File: src/rtl/fir_pkg.sv
// Shared types and default sizing for the time-multiplexed FIR MAC sequencer.
package fir_pkg;

  localparam int N_DEF      = 16;
  localparam int N_TAPS_DEF = 4;
  localparam int N_MULT_DEF = 12;

  localparam int TAP_W  = $clog2(N_TAPS_DEF);
  localparam int PROD_W = N_DEF + N_MULT_DEF;
  localparam int ACC_W  = PROD_W + TAP_W;

  typedef enum logic [1:0] {
    IDLE = 2'd0,
    MAC  = 2'd1,
    DONE = 2'd2
  } state_t;

endpackage

File: src/rtl/fir_mac_sequencer_if.sv
// Bus bundle for the FIR MAC sequencer: sample input, result output,
// coefficient config port, flush, status and a debug view of the FSM state.
//
// Handshake: a transfer happens on a rising edge where valid && ready are
// both high. Once valid is raised it stays high, with its data stable, until
// that transfer edge. The producer keeps this for in_valid/sample; the block
// keeps it for out_valid/out.
interface fir_mac_sequencer_if #(
  parameter int N      = 16,
  parameter int N_TAPS = 4,
  parameter int N_MULT = 12
);
  localparam int TAP_W = $clog2(N_TAPS);
  localparam int ACC_W = N + N_MULT + TAP_W;

  logic                in_valid;
  logic                in_ready;
  logic [N-1:0]        sample;
  logic                out_valid;
  logic                out_ready;
  logic [ACC_W-1:0]    out;
  logic                coef_we;
  logic [TAP_W-1:0]    coef_addr;
  logic [N_MULT-1:0]   coef_data;
  logic                flush;
  logic                busy;
  fir_pkg::state_t     dbg_state;

  modport master (
    output in_valid, sample, out_ready, coef_we, coef_addr, coef_data, flush,
    input  in_ready, out_valid, out, busy, dbg_state
  );

  modport slave (
    input  in_valid, sample, out_ready, coef_we, coef_addr, coef_data, flush,
    output in_ready, out_valid, out, busy, dbg_state
  );
endinterface

File: src/rtl/fir_delay_line.sv
// N_TAPS x N sample shift register: entry 0 is the newest sample.
// Clear has priority over shift so a flush always discards the history.
module fir_delay_line #(
  parameter int N      = 16,
  parameter int N_TAPS = 4
) (
  input  logic                      clk,
  input  logic                      rst_n,
  input  logic                      i_shift,
  input  logic                      i_clear,
  input  logic [N-1:0]              i_din,
  input  logic [$clog2(N_TAPS)-1:0] i_rd_idx,
  output logic [N-1:0]              o_rd_data
);

  logic [N-1:0] r_dl [N_TAPS];

  // Shift in a new sample or clear the whole history.
  always_ff @(posedge clk or negedge rst_n) begin
    if (!rst_n) begin
      for (int i = 0; i < N_TAPS; i++) r_dl[i] <= '0;
    end else if (i_clear) begin
      for (int i = 0; i < N_TAPS; i++) r_dl[i] <= '0;
    end else if (i_shift) begin
      r_dl[0] <= i_din;
      for (int i = 1; i < N_TAPS; i++) r_dl[i] <= r_dl[i-1];
    end
  end

  assign o_rd_data = r_dl[i_rd_idx];

endmodule

File: src/rtl/fir_mac_sequencer.sv
// Time-multiplexed FIR: one shared multiplier walks the taps, one per cycle.
// The product is registered before accumulation, so the last accumulate
// lands one edge after the last multiply; out_valid therefore rises
// N_TAPS+1 edges after the sample is accepted.
module fir_mac_sequencer
  import fir_pkg::*;
#(
  parameter int N      = N_DEF,
  parameter int N_TAPS = N_TAPS_DEF,
  parameter int N_MULT = N_MULT_DEF
) (
  input  logic clk,
  input  logic rst,
  fir_mac_sequencer_if.slave bus
);

  localparam int TW = $clog2(N_TAPS);
  localparam int PW = N + N_MULT;
  localparam int AW = PW + TW;

  state_t            r_state;
  logic [TW:0]       r_tap;
  logic [PW-1:0]     r_prod;
  logic [AW-1:0]     r_acc;
  logic [AW-1:0]     r_out;
  logic              r_out_valid;
  logic [N_MULT-1:0] r_coef [N_TAPS];

  logic              w_idle;
  logic              w_accept;
  logic              w_clear;
  logic [TW-1:0]     w_tap_idx;
  logic [N-1:0]      w_dl_rd;
  logic [PW-1:0]     w_prod;

  assign w_idle    = (r_state == IDLE);
  // Flush beats a sample in the same cycle; the producer keeps valid held.
  assign w_accept  = w_idle && bus.in_valid && !bus.flush;
  assign w_clear   = w_idle && bus.flush;
  // The counter runs one past the last tap to drain the product register;
  // the wrapped index on that cycle reads a product nobody uses.
  assign w_tap_idx = r_tap[TW-1:0];
  assign w_prod    = PW'(w_dl_rd) * PW'(r_coef[w_tap_idx]);

  fir_delay_line #(.N(N), .N_TAPS(N_TAPS)) u_delay_line (
    .clk       (clk),
    .rst_n     (rst),
    .i_shift   (w_accept),
    .i_clear   (w_clear),
    .i_din     (bus.sample),
    .i_rd_idx  (w_tap_idx),
    .o_rd_data (w_dl_rd)
  );

  // Coefficient bank: writable only while idle so a running sum never sees a change.
  always_ff @(posedge clk or negedge rst) begin
    if (!rst) begin
      for (int i = 0; i < N_TAPS; i++) r_coef[i] <= '0;
    end else if (w_idle && bus.coef_we) begin
      r_coef[bus.coef_addr] <= bus.coef_data;
    end
  end

  // Control FSM with the tap counter, product pipeline, accumulator and result register.
  always_ff @(posedge clk or negedge rst) begin
    if (!rst) begin
      r_state     <= IDLE;
      r_tap       <= '0;
      r_prod      <= '0;
      r_acc       <= '0;
      r_out       <= '0;
      r_out_valid <= 1'b0;
    end else begin
      case (r_state)
        IDLE: begin
          if (w_accept) begin
            r_tap   <= '0;
            r_prod  <= '0;
            r_acc   <= '0;
            r_state <= MAC;
          end
        end
        MAC: begin
          r_prod <= w_prod;
          r_acc  <= r_acc + AW'(r_prod);
          r_tap  <= r_tap + 1'b1;
          if (r_tap[TW]) begin
            r_out       <= r_acc + AW'(r_prod);
            r_out_valid <= 1'b1;
            r_state     <= DONE;
          end
        end
        DONE: begin
          if (bus.out_ready) begin
            r_out_valid <= 1'b0;
            r_state     <= IDLE;
          end
        end
        default: r_state <= IDLE;
      endcase
    end
  end

  assign bus.in_ready  = w_idle;
  assign bus.busy      = !w_idle;
  assign bus.out_valid = r_out_valid;
  assign bus.out       = r_out;
  assign bus.dbg_state = r_state;

endmodule
File: src/flat_wrapper.sv
// flat-port wrapper written by rule: the top's interface ports become plain ports
module fir_mac_sequencer_flat import fir_pkg::*;
#(
  parameter int N      = N_DEF,
  parameter int N_TAPS = N_TAPS_DEF,
  parameter int N_MULT = N_MULT_DEF
)
  (clk, rst, bus_in_valid, bus_sample, bus_out_ready, bus_coef_we, bus_coef_addr, bus_coef_data, bus_flush, bus_in_ready, bus_out_valid, bus_out, bus_busy, bus_dbg_state);
  fir_mac_sequencer_if #(.N(N), .N_TAPS(N_TAPS), .N_MULT(N_MULT)) bus_i ();
  input  logic clk;
  input  logic rst;
  input wire logic [$bits(bus_i.in_valid)-1:0] bus_in_valid;
  input wire logic [$bits(bus_i.sample)-1:0] bus_sample;
  input wire logic [$bits(bus_i.out_ready)-1:0] bus_out_ready;
  input wire logic [$bits(bus_i.coef_we)-1:0] bus_coef_we;
  input wire logic [$bits(bus_i.coef_addr)-1:0] bus_coef_addr;
  input wire logic [$bits(bus_i.coef_data)-1:0] bus_coef_data;
  input wire logic [$bits(bus_i.flush)-1:0] bus_flush;
  output wire logic [$bits(bus_i.in_ready)-1:0] bus_in_ready;
  output wire logic [$bits(bus_i.out_valid)-1:0] bus_out_valid;
  output wire logic [$bits(bus_i.out)-1:0] bus_out;
  output wire logic [$bits(bus_i.busy)-1:0] bus_busy;
  output wire logic [$bits(bus_i.dbg_state)-1:0] bus_dbg_state;
  assign bus_i.in_valid = bus_in_valid;
  assign bus_i.sample = bus_sample;
  assign bus_i.out_ready = bus_out_ready;
  assign bus_i.coef_we = bus_coef_we;
  assign bus_i.coef_addr = bus_coef_addr;
  assign bus_i.coef_data = bus_coef_data;
  assign bus_i.flush = bus_flush;
  assign bus_in_ready = bus_i.in_ready;
  assign bus_out_valid = bus_i.out_valid;
  assign bus_out = bus_i.out;
  assign bus_busy = bus_i.busy;
  assign bus_dbg_state = bus_i.dbg_state;
  fir_mac_sequencer #(.N(N), .N_TAPS(N_TAPS), .N_MULT(N_MULT)) u_core (.clk(clk), .rst(rst), .bus(bus_i));
endmodule
File: config.mk
export PLATFORM = sky130hd
export DESIGN_NAME = fir_mac_sequencer_flat
export DESIGN_NICKNAME = d
export VERILOG_FILES = /design/src/rtl/fir_pkg.sv /design/src/rtl/fir_mac_sequencer_if.sv /design/src/rtl/fir_delay_line.sv /design/src/rtl/fir_mac_sequencer.sv /design/src/flat_wrapper.sv
export SDC_FILE = /design/constraint.sdc
export NUM_CORES = 1
export LEC_CHECK = 0
export ABC_AREA = 1
export CORE_MARGIN = 2
export CORE_UTILIZATION = 40
export CTS_BUF_LIST = sky130_fd_sc_hd__clkbuf_2
export DETAILED_ROUTE_END_ITERATION = 10
export DONT_BUFFER_PORTS = 1
export PLACE_DENSITY = 0.64
export SYNTH_ARGS = -nofsm -noshare
export SYNTH_HDL_FRONTEND = slang
export SYNTH_SLANG_ARGS = --single-unit
File: constraint.sdc
create_clock -name clk -period 5.8 [get_ports clk]
set_input_delay 0 -clock clk [delete_from_list [all_inputs] [get_ports clk]]
set_output_delay 0 -clock clk [all_outputs]
set_load 0.005 [all_outputs]
==> results.toml, run 1 <==
[grt]
grt_pass1_wl_um = 76000
track_usage_pct = 21.1
antenna_found_initial = 1
grt_pass1_vias = 15303
grt_max_degree = 202
overflow = 0

[critical_path]
crit_family = "adder cells"
path_class = "reg -> reg"
crit_path_start_kind = "register"
worst_setup_path_end_kind = "register"
cp_num_buf_inv = 6
crit_chain = "buf_4, inv_8, nand2_1, a32oi_4, inv_2, nor2_1, fa_1, fa_1, fa_1, fa_1, inv_1, fa_1, inv_1, ha_2, nand2_1, nor2_2, inv_1, nor3_1, nand2_1, nand2_1, nand2_1, nand3_1, nand2_1"
cp.arrival_ns = 6.33
slowest_stage = "fa_1"
cp_max_fo = 21
crit_top_cell = "nand2_1"
critPathRequiredTime_ns = 6.59
slowest_delay_ns = 0.55

[place]
dp_cells = 2819
portBuffers = 0
gp_congestion = 0.912
placed_area_mm2 = 0.0180
hpwlAfterDp_um = 33900

[cells_and_area]
ff_latch_area_mm2 = 0.00516
area_growth_pct = 14.9
nets = 2669
multiInputGateArea_mm2 = 0.0103
drive_gt1_share_pct = 11.0
fin_cells = 3018
fillers = 4262
fin_area_mm2 = 0.0199

[clock_network]
cts_root_buf = "clkbuf_2"
cts_tree = "done"
clockBufferDepth = 3
cts_made_buffers = 55
clk_latency_ns = 1.01
clkTransAtPathRegs_ns = 0.10
cts_max_level = 2
clock_sinks = 206

[sta]
worst-slew-pin-transition_ns = 1.13
hold_violations = 0
setup_viol = 0
skew_ns = 0.178
fmax_mhz = 180
layout_min_cycle_time_ns = 5.54
maxSlewHeadroom_pct = 24.2
slew_violations = 0
finalCritPeriodShare_pct = 95.6

[die]
rows = 76
die_h_um = 212
start_util_pct = 40.4
die_area_mm2 = 0.0450
die_w_um = 212
core-area_mm2 = 0.0429
ioPinCount = 71

[detailed_routing]
routedWlPerCell_um = 15.4
ant_nets = 0
viasPerCell = 4.95
drc = 0
drt_wl_total_um = 46400
drt-pass1-iter-count = 7
drtIter0Drc = 929
vias = 14931

[synthesis]
ys_seq_elements = 206
syn_area_per_cell_um2 = 7.68
synth_flop_cell = "dfrtp_1"
synth_top_area_cell = "dfrtp_1"
synth_area_mm2 = 0.0173
synth_nets = 2530
ys_warn_count = 0
synth_edf_count = 0
ys_types = 38
synth_top_area_share_pct = 29.7
synth.most_common_cell = "nand2_1"
ys_seq_area_share_pct = 29.7
synth_area_leaders = "dfrtp_1 (30%), fa_1 (16%), nand2_1 (15%), inv_1 (8.9%), ha_1 (6.9%)"
synthCells = 2258
yosys-top-cells-count = "nand2_1 (694), inv_1 (410), dfrtp_1 (206), nor2_1 (152), fa_1 (141)"
synthArstFlopShare_pct = 100

[outcome]
status = "finished, final reports clean"

[worst_hold_path]
hold_path.class = "in -> reg"

[flow_run]
max_cap_violations = 0
-- through the flow --
stage	hold slack (ns)	setup TNS, ns	worst slack [ns]	utilization (%)
5_1_grt	0.0927	-0.137	-0.0395	46.4
3_5_place_dp	-0.287	0	0.143	42.1
3_3_place_gp	-0.288	0	0.180	42.1
2_1_floorplan	-0.296	0	0.609	-
4_1_cts	0.0449	0	0.0736	45.1
6_report	0.124	0	0.257	46.4
-- path summary, 6_finish.rpt --
check,cells past startpoint,slack (ns),endpoint,from
setup / recovery,23,0.26,u_core.r_prod[21],u_core.r_tap[0]
hold / removal,5,0.12,u_core.u_delay_line.r_dl[12],bus_flush
setup reg to reg,23,0.26,u_core.r_prod[21],u_core.r_tap[0]
hold reg to reg,2,0.47,u_core.u_delay_line.r_dl[26],u_core.u_delay_line.r_dl[42]
max in group asynchronous,4,4.44,u_core.r_coef[25],rst
min in group asynchronous,3,0.18,u_core.r_coef[45],rst
-- per-layer routing --
layer | global-route usage [%] | routed length, um | vias up
met1 | 26.6 | 20200 | 7162
met4 | 8.35 | 1500 | 0
met2 | 36.2 | 22500 | 384
met3 | 3.32 | 2220 | 89
met5 | 0 | 0 | -
li1 | - | - | 7296
-- placed cells by master (no fill, tap or decap), drive strengths merged, types with 76 or more instances in the layout --
cell type	synthesis	final
clkbuf	15	83
dfrtp	206	206
dlygate4sd3	0	76
fa	141	141
ha	95	95
inv	437	440
nand2	702	702
nand3	137	137
nor2	156	156
o21ai	131	131
-- flip-flops by register name, summed over array words and instances, names as in the netlist --
| register | cells |
|---|---|
| u_core.bus.dbg_state | 2 |
| u_core.bus.out | 30 |
| u_core.bus.out_valid | 1 |
| u_core.r_acc | 30 |
| u_core.r_coef | 48 |
| u_core.r_prod | 28 |
| u_core.r_tap | 3 |
| u_core.u_delay_line.r_dl | 64 |
-- logic make-up after synthesis --
kind of cell | synth area share [%]
xor gates and xnor gates | 0.707
DFF | 29.7
AOI/OAI and AO/OA | 10.8
buffers and inverters | 12.0
and+or+nand+nor | 23.7
adders and majority gates | 23.1
-- layout make-up --
class                           instances  share of cell area, %
Multi-Input combinational cell       1544                   51.9
Timing Repair Buffer                  151                   7.78
Inverter                              438                   8.33
Antenna cell                            2                 0.0251
Clock buffer                           81                   2.04
Sequential cell                       206                   25.9
Tap cell                              585                   3.67
Clock inverter                         10                  0.289
Timing Repair inverter                  1                 0.0565
-- repair_timing --
| item | 4_1_cts | 5_1_grt |
|---|---|---|
| buffers inserted | 0 | 24 |
| hold endpoints to repair | 326 | 0 |
| gates resized for setup | 0 | 61 |
| hold buffers | 78 | 0 |
| endpoints found under the setup margin | 0 | 17 |
-- tightest hold or removal path, delay by kind of cell --
family / cells / cell delay, ns
buffers and inverters: 2 / 0.80
and+or+nand+nor: 3 / 0.27
Power of run 1 is left out: the tool's default activity adds up to more than one toggle a clock period on the data nets, which glitch-free logic cannot reach.
==> run 2: changes to the inputs <==
--- a/config.mk
+++ b/config.mk
@@ -11,7 +11,6 @@
 export CTS_BUF_LIST = sky130_fd_sc_hd__clkbuf_2
 export DETAILED_ROUTE_END_ITERATION = 10
 export DONT_BUFFER_PORTS = 1
-export PLACE_DENSITY = 0.64
 export SYNTH_ARGS = -nofsm -noshare
 export SYNTH_HDL_FRONTEND = slang
 export SYNTH_SLANG_ARGS = --single-unit
==> run 2 against run 1 <==
Net effect: setup slack lost 0.046 ns; non-clock buffer count grew 8; core utilization grew 0.74 points; critical path depth is the same; worst hold slack lost 0.013 ns; via count grew 0.67%; count of clock-buffer cells in the layout shrank 1; register-to-register slack lost 0.05 ns; highest routed layer unchanged.
==> results.toml, run 2 (synthesis gave the netlist of run 1 again) <==
[grt]
track_usage_pct = 22.2
grt_pass1_wl_um = 79000
antenna_found_initial = 1
overflow = 0
grt_pass1_vias = 15408
grt_max_degree = 207

[place]
dp_slack_ns = 0.0828
placed_area_mm2 = 0.0180
dp_cells = 2814
portBuffers = 0
hpwlAfterDp_um = 35100
gp_congestion = 0.904

[clock_network]
cts_made_buffers = 57
clkTransAtPathRegs_ns = 0.11
cts_tree = "done"
clockBufferDepth = 3
cts_max_level = 2
clk_latency_ns = 1.02
clock_sinks = 206
cts_root_buf = "clkbuf_2"

[cells_and_area]
area_growth_pct = 16.7
final_cell_mix = "nand2_1 (673), inv_1 (410), dfrtp_1 (205)"
nets = 2679
fin_area_mm2 = 0.0202
largest_registers = "u_core.u_delay_line.r_dl: 64 flops, u_core.r_coef: 48 flops"
drive_gt1_share_pct = 12.5
layout_commonest_cell = "nand2_1"
largest_reg_flops = 64
regMostFlops = "u_core.u_delay_line.r_dl"
fin_cells = 3025
fillers = 4230

[sta]
finalCritPeriodShare_pct = 96.4
rsz0062_at_grt = "yes"
whs_ns = 0.112
worst-slew-pin-transition_ns = 1.17
layout_min_cycle_time_ns = 5.59
fin_ws_ns = 0.211
slew_violations = 0
setup_viol = 0
skew_ns = 0.120
hold_violations = 0
fmax_mhz = 179
maxSlewHeadroom_pct = 21.9

[worst_hold_path]
whs_path_depth = 3
hold_start = "bus_flush"
min_to = "u_core.u_delay_line.r_dl[46]"
hold_path.class = "in -> reg"

[detailed_routing]
routed-wl-met2_um = 24700
drt-pass1-iter-count = 7
wl_met1_um = 21200
drc = 0
vias = 15031
wl_met3_um = 2100
top_layer = "met4"
drt_wl_total_um = 49100
drtIter0Drc = 804
routedWlPerCell_um = 16.2
viasPerCell = 4.97
ant_nets = 0

[critical_path]
r2r_start = "u_core.r_tap[0]"
ff2ff_path_depth = 23
crit_chain = "clkbuf_4, buf_6, nand2_1, a32oi_4, inv_2, nor2_1, fa_1, fa_1, fa_1, fa_1, inv_1, fa_1, inv_1, ha_4, nand2_2, nor2_4, inv_1, a21oi_1, o21bai_1, nand3_1, nand2_1, nand3_1, nand2_1"
crit_top_cell = "fa_1"
path_class = "reg -> reg"
worst_setup_path_end_kind = "register"
crit_family = "adder cells"
cp.arrival_ns = 6.48
cp_max_fo = 18
crit_path_start_kind = "register"
reg2reg_slack_ns = 0.21
slowest_delay_ns = 0.54
slowest_stage = "fa_1"
r2r-end = "u_core.r_prod[25]"
cp_num_buf_inv = 6
critPathRequiredTime_ns = 6.69

[die]
rows = 76
core-area_mm2 = 0.0429
die_h_um = 212
start_util_pct = 40.4
die_w_um = 212
ioPinCount = 71
die_area_mm2 = 0.0450

[flow_run]
max_cap_violations = 0

[outcome]
status = "finished, final reports clean"
-- run 2: cell count changes in the layout (fill, tap and decap cells not counted), sizes merged --
cell / change
diode: -1
buf: +3
inv: -1
bufinv: +2
dlygate4sd3: +2
clkbuf: +2
-- run 2: how the worst max path moves through the flow --
stage	to	cells after the start	start
finish	u_core.r_prod[25]	23	u_core.r_tap[0]
global route	u_core.r_prod[25]	25	u_core.r_tap[0]
CTS	u_core.r_prod[23]	22	u_core.r_tap[0]
detailed placement	u_core.r_prod[23]	21	u_core.r_tap[0]
global placement	u_core.r_prod[23]	22	u_core.r_tap[0]
floorplan	u_core.r_prod[20]	24	u_core.r_tap[1]
-- run 2: stage by stage --
stage               setup TNS (ns)  util, %
floorplan                        0        -
global placement                 0     42.0
detailed placement               0     42.0
CTS                              0     45.1
global route               -0.0976     47.2
finish                           0     47.2
-- run 2: routing by layer --
| metal | up-vias | global-route usage, % |
|---|---|---|
| met5 | - | 0 |
| met4 | 0 | 6.51 |
| met3 | 80 | 3.37 |
| met2 | 373 | 40.4 |
| met1 | 7260 | 27.1 |
| li1 | 7318 | - |
-- run 2: area by class of cell --
type | count | area, um^2 | area share (%)
inverter | 438 | 1660 | 8.21
tap | 585 | 732 | 3.62
multi-input combinational | 1544 | 10500 | 52.0
clock inverter | 11 | 97.6 | 0.482
timing repair buffer | 159 | 1660 | 8.18
antenna | 1 | 2.50 | 0.0124
clock buffer | 80 | 400 | 1.98
sequential | 206 | 5160 | 25.5
timing repair inverter | 1 | 8.76 | 0.0433
-- run 2: worst reg2reg max path, stage by stage (launching register included) --
cell      delay (ns)
dfrtp_4         0.50
clkbuf_4        0.23
buf_6           0.23
nand2_1         0.13
a32oi_4         0.31
inv_2           0.18
nor2_1          0.19
fa_1            0.45
fa_1            0.52
fa_1            0.45
fa_1            0.54
inv_1           0.05
fa_1            0.53
inv_1           0.06
ha_4            0.30
nand2_2         0.11
nor2_4          0.14
inv_1           0.07
a21oi_1         0.16
o21bai_1        0.10
nand3_1         0.08
nand2_1         0.05
nand3_1         0.07
nand2_1         0.05
-- run 2: repair_timing --
item / in CTS / in global routing
buffers inserted: 0 / 32
hold buffers: 79 / 0
hold endpoints to repair: 332 / 0
endpoints found under the setup margin: 0 / 16
resized for setup: 0 / 108
Power of run 2 is left out for the same reason.
